==> src/rtl/fetch_unit.sv <==
// Instruction fetch stage: owns the PC, fetches from combinational imem, registers instr/PC toward decode.
// Optional FETCH_ALIGN_CHECK_EN turns misaligned redirect targets into a fetch fault instead of truncating them.
module fetch_unit #(
    parameter logic [63:0] RESET_PC  = 64'd0,
    parameter logic [63:0] MEM_BYTES = 64'd64
) (
    input  logic        clk,
    input  logic        reset_n,
    output logic [63:0] imem_addr,
    input  logic [31:0] imem_instr,
    output logic [31:0] out_instr,
    output logic [63:0] out_pc,
    output logic        out_valid,
    input  logic        out_ready,
    input  logic        redirect_valid,
    input  logic [63:0] redirect_pc,
    output logic        fetch_fault,
    output logic [63:0] fault_pc
);

    typedef enum logic {
        FETCH = 1'b0,
        HALT  = 1'b1
    } state_t;

    localparam logic [63:0] LAST_PC = MEM_BYTES - 64'd4;

    state_t      state_q, state_d;
    logic [63:0] pc_q, pc_d;
    logic [31:0] out_instr_q, out_instr_d;
    logic [63:0] out_pc_q, out_pc_d;
    logic        out_valid_q, out_valid_d;
    logic        fault_q, fault_d;
    logic [63:0] fault_pc_q, fault_pc_d;

    logic advance;
    logic in_range;

    assign advance  = (state_q == FETCH) && (!out_valid_q || out_ready);
    assign in_range = (pc_q <= LAST_PC);

    always_comb begin
        state_d     = state_q;
        pc_d        = pc_q;
        out_instr_d = out_instr_q;
        out_pc_d    = out_pc_q;
        out_valid_d = out_valid_q;
        fault_d     = fault_q;
        fault_pc_d  = fault_pc_q;

        // Redirect wins over everything, including a same-cycle accept by decode.
        if (redirect_valid) begin
            out_valid_d = 1'b0;
`ifdef FETCH_ALIGN_CHECK_EN
            if (redirect_pc[1:0] != 2'b00) begin
                state_d    = HALT;
                fault_d    = 1'b1;
                fault_pc_d = redirect_pc;
            end else begin
                state_d = FETCH;
                pc_d    = redirect_pc;
                fault_d = 1'b0;
            end
`else
            state_d = FETCH;
            pc_d    = redirect_pc & ~64'd3;
            fault_d = 1'b0;
`endif
        end else if (advance) begin
            if (in_range) begin
                out_instr_d = imem_instr;
                out_pc_d    = pc_q;
                out_valid_d = 1'b1;
                pc_d        = pc_q + 64'd4;
            end else begin
                state_d    = HALT;
                fault_d    = 1'b1;
                fault_pc_d = pc_q;
                if (out_ready) begin
                    out_valid_d = 1'b0;
                end
            end
        end else if ((state_q == HALT) && out_ready) begin
            out_valid_d = 1'b0;
        end
    end

    always_ff @(posedge clk or negedge reset_n) begin
        if (!reset_n) begin
            state_q     <= FETCH;
            pc_q        <= RESET_PC;
            out_instr_q <= 32'd0;
            out_pc_q    <= 64'd0;
            out_valid_q <= 1'b0;
            fault_q     <= 1'b0;
            fault_pc_q  <= 64'd0;
        end else begin
            state_q     <= state_d;
            pc_q        <= pc_d;
            out_instr_q <= out_instr_d;
            out_pc_q    <= out_pc_d;
            out_valid_q <= out_valid_d;
            fault_q     <= fault_d;
            fault_pc_q  <= fault_pc_d;
        end
    end

    assign imem_addr   = pc_q;
    assign out_instr   = out_instr_q;
    assign out_pc      = out_pc_q;
    assign out_valid   = out_valid_q;
    assign fetch_fault = fault_q;
    assign fault_pc    = fault_pc_q;

endmodule

==> config.mk <==
export PLATFORM = sky130hd
export DESIGN_NAME = fetch_unit
export DESIGN_NICKNAME = d
export VERILOG_FILES = /design/src/rtl/fetch_unit.sv
export SDC_FILE = /design/constraint.sdc
export NUM_CORES = 1
export LEC_CHECK = 0
export ABC_AREA = 1
export ABC_CLOCK_PERIOD_IN_PS = 2000
export BUFFER_PORTS_ARGS = -buffer_cell sky130_fd_sc_hd__buf_4
export CAP_MARGIN = 20
export CORE_ASPECT_RATIO = 1.4
export CORE_UTILIZATION = 49
export DETAILED_ROUTE_END_ITERATION = 10
export PLACE_DENSITY = 0.8
export REMOVE_ABC_BUFFERS = 1
export SETUP_SLACK_MARGIN = 0.05
export SLEW_MARGIN = 20
export SYNTH_ARGS = -nofsm -noshare
export SYNTH_HDL_FRONTEND = slang
export SYNTH_SLANG_ARGS = --single-unit
==> constraint.sdc <==
create_clock -name clk -period 2 [get_ports clk]
set_input_delay 0.2 -clock clk [delete_from_list [all_inputs] [get_ports clk]]
set_output_delay 0.2 -clock clk [all_outputs]
set_load 0.1 [all_outputs]
# ---- After elaboration in Yosys (flattened, before gate mapping)
# Cells that the tools add are included.
dict set report word_totals {
  reg_bits 226
  latchBits 0
  mem_bits_rw 0
  mem_bits_ro 0
  input_bits 100
  out_inout_bits 226
  elab_cells 36
  n_memories 0
}
dict set report op_classes {
  n_addsub 1
  n_mul 0
  n_div 0
  n_lt_le_gt_ge 1
  n_eq_ne 2
  shift 0
  mux 11
  bitwise 3
  reduce_logical 12
}
# op count
set ops {}
lappend ops {{2-to-1 mux 64 bit} 3}
lappend ops {{adder 64 x 3 -> 64 bit, second input constant} 1}
lappend ops {{<= comparator 64 x 6 -> 1 bit, second input constant} 1}
lappend ops {{2-to-1 mux 1 bit} 8}
lappend ops {{AND reduction 2 bit} 3}
lappend ops {{AND reduction 3 bit} 2}
lappend ops {{!= test 4 x 3 -> 1 bit, second input constant} 1}
lappend ops {{nonzero test 2 bit} 2}
lappend ops {{inverter 1 bit} 3}
lappend ops {{nonzero test 3 bit} 1}
lappend ops {{logical AND 1 bit} 2}
lappend ops {{!= test 2 bit, second input constant} 1}
lappend ops {{logical NOT 1 bit} 1}
lappend ops {{logical OR 1 bit} 1}

# ---- Logic depth before layout (Yosys ltp)
dict set report logic_depth {
  ltp_word 5
  mapped_depth 12
  depth_no_buf 10
}

# ---- Least setup slack after synthesis
# No wires, ideal clock.
dict set report synth_path {
  path_kind {register to register}
  start {register pc_q[2] (netlist: imem_addr[2])}
  end {register fault_pc_q[18] (netlist: fault_pc[18])}
  arrival_time_ps 2251
  required_time_ps 1879
  setup_slack_ps -373
  path_stages_with_launch 13
  synth_period_minus_slack_ps 2373
  cell_sequence {dfrtp_1 ha_1 nand2_1 nor2_1 nand2_1 nand2_1 nor2_2 nand2_2 nand2_2 buf_6 buf_6 nand2_2 o21ai_2}
}
dict set report synth_via {
  elab_chain_len 3
}
# element line_no
set synth_lines {}
lappend synth_lines {{start: declaration} 29} ;# logic [63:0] pc_q, pc_d;
lappend synth_lines {{start signal: assignment} 99} ;# pc_q <= pc_d;
lappend synth_lines {{<= comparator 64 x 6 -> 1 bit} 40} ;# assign in_range = (pc_q <= LAST_PC);
lappend synth_lines {{inverter 1 bit (no source line)} --}
lappend synth_lines {{AND reduction 3 bit (no source line)} --}
lappend synth_lines {{end signal: assignment} 104} ;# fault_pc_q <= fault_pc_d;
lappend synth_lines {{end: declaration} 34} ;# logic [63:0] fault_pc_q, fault_pc_d;
# Every way passes these cells.
# A chain may end at the register's enable or synchronous reset.

# ---- Worst setup path after layout
dict set report layout_path {
  start {register pc_q[44] (netlist: imem_addr[44])}
  end {register fault_pc_q[54] (netlist: fault_pc[54])}
}
# Same word-level chain as after synthesis.

==> metrics.md <==
| Metric | Value |
|---|---|
| Worst slew margin | 62.03% |
| Area delta synth->final | 53.44% |
| Worst IR Drop VDD | 0.0009038 V |
| R2R setup slack | 0.13 ns |
| Layout Skew | 0.01400 ns |
| PD cells | 1072 nW/um^2 |
| Grt ovf | 0 |
| GRT Total Usage | 29.83% |
| CP max stage cell | dfrtp_1 |
| Total routed wirelength | 29050 microns |
| Drt via density | 5.038 |
| Crit path kind | reg -> reg |
| Pre-antenna DRT Iters | 6 |
| Final hold vios | 0 |
| Initial antenna violation count | 1 |
| Starting density of the core | 50.19% |
| Max-slew violation count | 0 |
| CP top delay family | simple AND/OR/NAND/NOR gates |
| I/O pin cnt | 326 |
| Clock transition at the registers of the reported paths | 0.06 ns |
| Pin count of the biggest net entering global routing | 62 |
| Area leader, netlist | dfrtp_1 |
| Crit path capture type | flip-flop |
| Num CTS Buffers | 21 |
| Period utilization | 93.74% |
| CP required | 2.42 ns |
| Placer Congestion | 0.8289 |
| Synth warn | 0 |
| CTS tree | built |
| DR iter-0 viols | 566 |
| Syn Area/Cell | 9.222 sq um |
| FMAX | 0.5334 GHz |
| Clock sink total | 220 |
| Synth cell types | 23 |
| Detailed placement HPWL | 16160 microns |
| FP Rows | 57 |
| Share of the synthesized area in the top cell type | 63.04% |
| Crit path largest cell delay | 0.43 ns |
| Worst Hold Class | in -> reg |
| Fin nets | 1468 |
| Wire per inst | 17.97 microns |
| Post-Synthesis Cells | 947 |
| Max FO, Critical Path | 20 |
| Yosys reg bits | 220 |
| CORE AREA | 17400 sq um |
| Non-Filler Instances | 1617 |
| Worst-Skew Late Latency | 0.49 ns |
| Critical path data arrival time | 2.29 ns |
| Die W | 114.8 microns |
| Final ANT Viol Nets | 0 |
| Status | finished clean |
| Worst path cell trace | nor2_1 > nand2_1 > nor2_2 > nand3_2 > nor2_4 > nand2_2 > nand2_8 > clkbuf_16 > nand2_1 > o21ai_2 |
| Number of port buffers | 317 |
| Layout cells sized above 1 | 31.74% |
| Final core utilization | 77.01% |
| First-pass GRT wire length | 42560 microns |
| Sequential fraction of the synthesis area | 63.04% |
| Die height | 160.0 microns |
| Vias in the first global route | 8459 |
| Buf/Inv on CP | 1 |
| RSZ-0062 raised after global routing | yes |
| Synthesized area | 8733 sq um |
| Vias | 8146 |
| Top post-synthesis cells by area | dfrtp_1 63%, nand2_1 13%, nand3_1 5.3%, inv_1 5.3%, o21ai_2 2.0% |
| Min cycle time layout | 1.875 ns |
| Bufs on Longest Clock Path | 3 |
| Residual DRC | 0 |
| Final setup vio count | 0 |
| Nature of the critical path startpoint | flip-flop |
| # Max-Cap Violations | 0 |
| Die ar. | 18370 sq um |
| Clock root cell | clkbuf_16 |
| Inst Count DP | 1479 |
| H-tree Lvls | 1 |
| Power, Total | 14370 uW |
| Leakage Power | 0.007623 uW |
| Filler cells | 1076 |
| Crit-path most repeated cell | nand2_1 |
| Slew @ Worst Pin | 0.5696 ns |
| Setup TNS Final | 0 ns |
## power by group
part	internal (uW)	switching, uW	total (uW)
logic	1100	3940	5040
registers	4840	301	5140
clock network	2480	1700	4180
total	8430	5940	14400
## area by class of cell
class	count	area [sq um]	share of cell area (%)
clock buffer	31	603.1	4.500
tap	236	295.3	2.204
timing repair buffer	446	3902	29.12
inverter	126	473.0	3.529
clock inverter	6	111.4	0.8310
antenna	1	2.502	0.01867
sequential	220	5505	41.08
multi-input combinational	551	2507	18.71
## registers in the layout (all words and copies together) (netlist names)
name / cells
fault_pc: 62
out_instr: 32
fetch_fault: 1
imem_addr: 62
out_valid: 1
out_pc: 62
## path summary, 6_finish.rpt
| kind | from | end | depth (start not counted) |
|---|---|---|---|
| setup / recovery | imem_addr[44] | fault_pc[54] | 10 |
| hold / removal | redirect_pc[6] | imem_addr[6] | 5 |
| setup reg to reg | imem_addr[44] | fault_pc[54] | 10 |
| hold reg to reg | out_pc[54] | out_pc[54] | 2 |
| max in group asynchronous | reset_n | fault_pc[42] | 3 |
| min in group asynchronous | reset_n | out_instr[14] | 2 |
## cells in the final DEF, fill, tap and decap left out, drive strengths merged, types with 2 or more instances in the layout
master | synthesis | routed
inv | 126 | 127
nand2 | 319 | 319
dlygate4sd3 | 0 | 90
nor2 | 48 | 48
dfrtp | 220 | 220
ha | 2 | 2
o21ai | 73 | 73
nand3 | 94 | 94
clkbuf | 20 | 39
a21oi | 7 | 7
buf | 35 | 348
bufinv | 0 | 3
conb | 1 | 6
clkinv | 0 | 2
## layer usage
layer | share of wire, % | track usage, %
met1 | 35 | 32.19
met3 | 8.4 | 7.059
met4 | 4.7 | 14.76
met2 | 52 | 53.83
met5 | 0 | 0
## timing repair
item | CTS | global route
gates resized for setup | 4 | 7
endpoints found under the hold margin | 144 | 0
setup buffers | 0 | 1
pin swaps | 0 | 4
setup endpoints to repair | 41 | 105
hold buffers | 90 | 0
gates cloned | 1 | 8
## tightest hold or removal path, stage by stage
cell,delay (ns)
buf_4,0.08
nand2_1,0.05
nand2_1,0.06
nand2_1,0.05
nand2_1,0.05
## Yosys cell counts
cell,n
ha_1,2
a21oi_1,7
nor2_4,1
buf_4,10
clkbuf_1,20
nand2_1,300
xor2_1,1
nand3_1,93
xnor2_1,1
nand3_2,1
buf_6,8
buf_2,13
dfrtp_1,220
inv_2,2
o21ai_1,30
buf_1,4
nor2_1,45
conb_1,1
o21ai_0,23
nor2_2,2
inv_1,124
nand2_2,19
o21ai_2,20
## cells by family after synthesis
group / synth area share (%)
buffers and inverters: 9.083
other: 0.04294
AOI/OAI and AO/OA: 5.444
and+or+nand+nor: 21.91
DFF: 63.04
xor gates and xnor gates: 0.2006
adders and majority gates: 0.2865
## stage by stage
step	hold slack [ns]	setup WS, ns	area [sq um]
6_report	0.01754	0.1252	13400
5_1_grt	0.03722	0.01604	13400
4_1_cts	0.007620	0.02922	13150
3_5_place_dp	0.1747	-0.01188	11490
3_3_place_gp	0.1738	0.02296	11490
2_1_floorplan	-0.09559	-1.873	8432
No activity file was read; power rests on OpenSTA's default activity.
